`src/rtl/bitstream_pkg.sv`:
```
// bitstream_pkg: FSM state type and default window length shared by the decoder and the bitstream generators.
package bitstream_pkg;
  localparam int BS_WINDOW_DEFAULT = 256;
  typedef enum logic {
    IDLE  = 1'b0,
    COUNT = 1'b1
  } bs_state_e;
endpackage

```
`src/rtl/bitstream_counter.sv`:
```
// bitstream_counter: ones accumulator plus window-position counter; last flags the final sample of a window.
module bitstream_counter
  import bitstream_pkg::*;
#(
  parameter int WINDOW = BS_WINDOW_DEFAULT,
  localparam int CNT_W = $clog2(WINDOW + 1)
) (
  input  logic             clk,
  input  logic             rst,
  input  logic             clear,
  input  logic             en,
  input  logic             x,
  output logic [CNT_W-1:0] count,
  output logic             last
);
  logic [CNT_W-1:0] count_q, win_q;
  always_ff @(posedge clk) begin
    if (rst || clear) begin
      count_q <= '0;
      win_q   <= '0;
    end else if (en) begin
      count_q <= count_q + CNT_W'(x);
      win_q   <= win_q + CNT_W'(1);
    end
  end
  assign count = count_q;
  assign last  = en && (win_q == CNT_W'(WINDOW - 1));
endmodule

```
`src/rtl/bitstream_decoder.sv`:
```
// bitstream_decoder: counts ones of a stochastic bitstream over WINDOW cycles per conversion.
// Define BITSTREAM_DECODER_CONTINUOUS_EN to restart windows back-to-back until reset.
module bitstream_decoder
  import bitstream_pkg::*;
#(
  parameter int WINDOW = BS_WINDOW_DEFAULT,
  localparam int CNT_W = $clog2(WINDOW + 1)
) (
  input  logic             clk,
  input  logic             rst,
  input  logic             start,
  input  logic             x,
  output logic             busy,
  output logic [CNT_W-1:0] value,
  output logic             valid
);
  bs_state_e        state_q;
  logic             busy_q, valid_q, clear, en, last, wrap;
  logic [CNT_W-1:0] value_q, count;
`ifdef BITSTREAM_DECODER_CONTINUOUS_EN
  assign wrap = last;
`else
  assign wrap = 1'b0;
`endif
  assign en    = state_q == COUNT;
  assign clear = (state_q == IDLE && start) || wrap;
  bitstream_counter #(.WINDOW(WINDOW)) u_counter (
    .clk   (clk),
    .rst   (rst),
    .clear (clear),
    .en    (en),
    .x     (x),
    .count (count),
    .last  (last)
  );
  // The final sample is folded in directly so value is ready one cycle after the last edge.
  always_ff @(posedge clk) begin
    if (rst) begin
      state_q <= IDLE;
      busy_q  <= 1'b0;
      valid_q <= 1'b0;
      value_q <= '0;
    end else begin
      valid_q <= last;
      if (last) value_q <= count + CNT_W'(x);
      if (state_q == IDLE && start) begin
        state_q <= COUNT;
        busy_q  <= 1'b1;
      end else if (last && !wrap) begin
        state_q <= IDLE;
        busy_q  <= 1'b0;
      end
    end
  end
  assign busy  = busy_q;
  assign value = value_q;
  assign valid = valid_q;
endmodule
```
`config.mk`:
```
export PLATFORM = sky130hd
export DESIGN_NAME = bitstream_decoder
export DESIGN_NICKNAME = d
export VERILOG_FILES = /design/src/rtl/bitstream_pkg.sv /design/src/rtl/bitstream_counter.sv /design/src/rtl/bitstream_decoder.sv
export SDC_FILE = /design/constraint.sdc
export NUM_CORES = 1
export LEC_CHECK = 0
export ABC_AREA = 0
export CAP_MARGIN = 0
export CORE_ASPECT_RATIO = 0.75
export CORE_MARGIN = 5
export CORE_UTILIZATION = 45
export CTS_CLUSTER_DIAMETER = 200
export DETAILED_ROUTE_END_ITERATION = 16
export PLACE_DENSITY = 0.67
export SYNTH_ARGS = -nofsm -noshare
export SYNTH_HDL_FRONTEND = slang
export SYNTH_SLANG_ARGS = --single-unit
export TNS_END_PERCENT = 30
```
`constraint.sdc`:
```
create_clock -name clk -period 2.1 [get_ports clk]
set_input_delay 0.63 -clock clk [delete_from_list [all_inputs] [get_ports clk]]
set_output_delay 0.63 -clock clk [all_outputs]
set_load 0.1 [all_outputs]
```
==> load_flow_metrics.sql <==
INSERT INTO impl_metrics (metric_group, metric, value, unit) VALUES
('run_status', 'outcome', 'finished, final reports clean', ''),
('cts', 'cts-htree-levels', '2', ''),
('timing', 'timing.final.ws_setup', '0.0968', 'ns'),
('synth', 'area_share_of_fa_ha_maj_cells_after_synthesis', '0.0403', ''),
('cts', 'post_cts_resize_count', '0', ''),
('global_routing', 'grt_max_degree', '19', ''),
('setup_path', 'worst_setup_path_start_kind', 'input pin', ''),
('detailed_routing', 'drt-wirelength-per-cell', '12.8', 'µm'),
('synth', 'synth_compound_gate_area_share', '0.134', ''),
('global_routing', 'globalRoute.totalOverflow', '0', ''),
('timing', 'layout_worst_path_cycle_share', '0.954', ''),
('synth', 'syn-num-nets', '144', ''),
('final_layout', 'fin_util', '0.632', ''),
('floorplanning', 'dieArea', '3920', 'µm²'),
('timing', 'timing_max_transition_violations_final', '0', ''),
('floorplanning', 'boundaryPins', '15', ''),
('cts', 'clock_insertion_delay_worst_skew', '0.27', 'ns'),
('final_layout', 'final_layout_size_suffix_gt1_frac', '0.202', ''),
('detailed_routing', 'drt_pass1_iterations', '4', ''),
('placement', 'place_area', '1570', 'µm²'),
('placement', 'port-buffer-count', '14', ''),
('cts', 'clk_transition_reported_paths', '0.06', 'ns'),
('floorplanning', 'initial_core_util', '0.474', ''),
('hold_path', 'min_path_type', 'reg -> reg', ''),
('power', 'max-vdd-ir-drop', '0.431', 'mV'),
('detailed_routing', 'postRouteWirelength', '2550', 'µm'),
('cts', 'cts.root.buffer_cell', 'sky130_fd_sc_hd__clkbuf_8', ''),
('synth', 'ys.warnings.count', '0', ''),
('synth', 'netlist_instances', '136', ''),
('synth', 'synth_xor_xnor_area_share', '0.0705', ''),
('detailed_routing', 'ant_nets', '0', ''),
('global_routing', 'antenna_found_initial', '0', ''),
('placement', 'dp.final_hpwl', '1950', 'µm'),
('placement', 'detailedPlace.worstSlack', '-0.189', 'ns'),
('final_layout', 'area_growth_syn_to_layout', '33.3', '%'),
('timing', 'final-hold-violation-count', '0', ''),
('detailed_routing', 'route.detailed.drc', '0', ''),
('timing', 'finalHoldWorstSlack', '0.482', 'ns'),
('placement', 'routabilityCongestion', '0.775', ''),
('setup_path', 'critPathRequiredTime', '2.31', 'ns'),
('timing', 'skew_final', '0.00390', 'ns'),
('detailed_routing', 'dr_total_vias', '1081', ''),
('cts', 'tritoncts_clock_tree', 'yes', ''),
('final_layout', 'layout.nets', '170', ''),
('synth', 'ys_seq_elements', '29', ''),
('synth', 'post_synth_and_or_nand_nor_area_fraction', '0.227', ''),
('synth', 'synth_top_family_by_area', 'simple AND/OR/NAND/NOR gates', ''),
('detailed_routing', 'routed_via_density', '5.43', ''),
('global_routing', 'grt_pass1_wl', '4730', 'µm'),
('setup_path', 'critPathMaxFanout', '3', ''),
('synth', 'post_synth_instance_area', '1240', 'µm²'),
('timing', 'transition_time_at_the_pin_with_the_least_slew_margin', '0.490', 'ns'),
('synth', 'synth.mux.area_fraction', '0.0242', ''),
('global_routing', 'first_global_vias', '1068', ''),
('flow_run', 'timing.max_cap.violations', '0', ''),
('synth', 'ys_seq_area_frac', '0.467', ''),
('floorplanning', 'die_width', '70.7', 'µm'),
('timing', 'period_needed', '2.00', 'ns'),
('floorplanning', 'die_height', '55.5', 'µm'),
('timing', 'rsz0062_at_grt', 'false', ''),
('synth', 'synth_area_per_cell', '9.14', 'µm²'),
('final_layout', 'filler_cell_count', '220', ''),
('cts', 'cts.repair_timing.setup_buffer_count', '0', ''),
('setup_path', 'criticalPathCategory', 'in -> reg', ''),
('timing', 'setup_viol_count_final', '0', ''),
('timing', 'slew_headroom', '0.673', ''),
('power', 'power_leakage', '0.625', 'nW'),
('global_routing', 'grt_util_all_layers', '0.151', ''),
('synth', 'post_synth_num_cell_types', '27', ''),
('final_layout', 'n_antenna_cell', '0', ''),
('floorplanning', 'rows', '16', ''),
('final_layout', 'design_area', '1660', 'µm²'),
('detailed_routing', 'detail_route.iter0.violations', '29', ''),
('floorplanning', 'design.core.area', '2620', 'µm²'),
('cts', 'max-clock-path-buffers', '2', ''),
('setup_path', 'setup.worst_path.end_class', 'flop', ''),
('cts', 'clock-sinks', '29', ''),
('cts', 'cts_hold_bufs', '0', ''),
('cts', 'cts_made_buffers', '5', ''),
('timing', 'highest_attainable_clock_frequency', '499', 'MHz'),
('setup_path', 'worst-endpoint-arrival', '2.21', 'ns'),
('power', 'power_per_cell_area', '633', 'nW/µm²');
## worst paths after layout
| check | to | cells past startpoint | slack, ns | startpoint |
|---|---|---|---|---|
| max | value[8] | 6 | 0.1 | x |
| min | u_counter.win_q[8] | 2 | 0.48 | u_counter.win_q[8] |
| max reg2reg | value[8] | 7 | 0.19 | u_counter.win_q[1] |
| min reg2reg | u_counter.win_q[8] | 2 | 0.48 | u_counter.win_q[8] |
## logic make-up (layout without fill, tap and decap cells)
logic type,Yosys count,in the layout
muxes,3,3
xor gates and xnor gates,10,10
buffers and inverters,10,37
AOI/OAI and AO/OA,27,27
and+or+nand+nor,53,53
DFF,29,29
adders and majority gates,4,4
## cells in the mapped netlist, drive strengths merged
library cell	count	area (µm²)
dfxtp	29	581
nor2	12	45.0
nand2	10	37.5
nand3	10	50.1
nand4	9	62.6
o21ai	9	45.0
a21oi	8	43.8
or3	6	37.5
xor2	6	52.6
buf	5	27.5
inv	5	18.8
or4	5	37.5
ha	4	50.1
o211ai	4	30.0
xnor2	4	35.0
mux2i	3	30.0
a22o	2	17.5
a211oi	1	7.51
a21boi	1	7.51
a21o	1	7.51
nand3b	1	11.3
o31ai	1	7.51
## stage by stage
stage	setup TNS [ns]	power, mW	cells
2_1_floorplan	0	0.615	136
3_3_place_gp	-0.947	0.637	191
3_5_place_dp	-1.27	0.639	191
4_1_cts	0	1.06	199
5_1_grt	0	1.10	199
6_report	0	1.05	199
## worst max-delay path, stage by stage
cell                              delay, ns
sky130_fd_sc_hd__clkdlybuf4s50_1       0.46
sky130_fd_sc_hd__ha_1                  0.21
sky130_fd_sc_hd__ha_1                  0.20
sky130_fd_sc_hd__nand3_1               0.11
sky130_fd_sc_hd__or4_1                 0.49
sky130_fd_sc_hd__nand3_1               0.11
## per-layer routing
layer | global-route usage | vias up | share of wire
li1 | - | 544 | -
met1 | 0.188 | 506 | 0.48
met2 | 0.232 | 26 | 0.45
met3 | 0.0562 | 5 | 0.066
met4 | 0.0670 | 0 | 0.011
met5 | 0 | - | 0
## cell usage in the layout (no fill, tap or decap), types with 5 or more instances in the layout
cell / n
sky130_fd_sc_hd__a21oi_1: 7
sky130_fd_sc_hd__buf_12: 10
sky130_fd_sc_hd__buf_4: 11
sky130_fd_sc_hd__clkbuf_8: 5
sky130_fd_sc_hd__dfxtp_1: 28
sky130_fd_sc_hd__nand2_1: 10
sky130_fd_sc_hd__nand3_1: 10
sky130_fd_sc_hd__nand4_1: 8
sky130_fd_sc_hd__nor2_1: 12
sky130_fd_sc_hd__o21ai_0: 8
sky130_fd_sc_hd__or3_1: 6
sky130_fd_sc_hd__or4_1: 5
sky130_fd_sc_hd__xor2_1: 6
## sequential cells by signal (all words and copies together), names as in the netlist
register	flops
busy	1
u_counter.count	9
u_counter.win_q	9
valid	1
value	9
## power breakdown
group	switching (mW)	leakage, nW	internal [mW]	total, mW
Sequential	0.00945	0.235	0.556	0.566
Combinational	0.0349	0.345	0.0269	0.0618
Clock	0.193	0.0450	0.229	0.421
Total	0.237	0.625	0.812	1.05
## area by class of cell
cell class                 count  area (µm²)  share of cell area
clock buffer                   6        72.6              0.0438
clock inverter                 2        10.0             0.00604
sequential                    29         582               0.351
tap                           36        45.0              0.0272
timing repair buffer          24         313               0.189
inverter                       5        18.8              0.0113
multi-input combinational     97         616               0.372
Note: power is estimated with default switching activity, not from simulation.
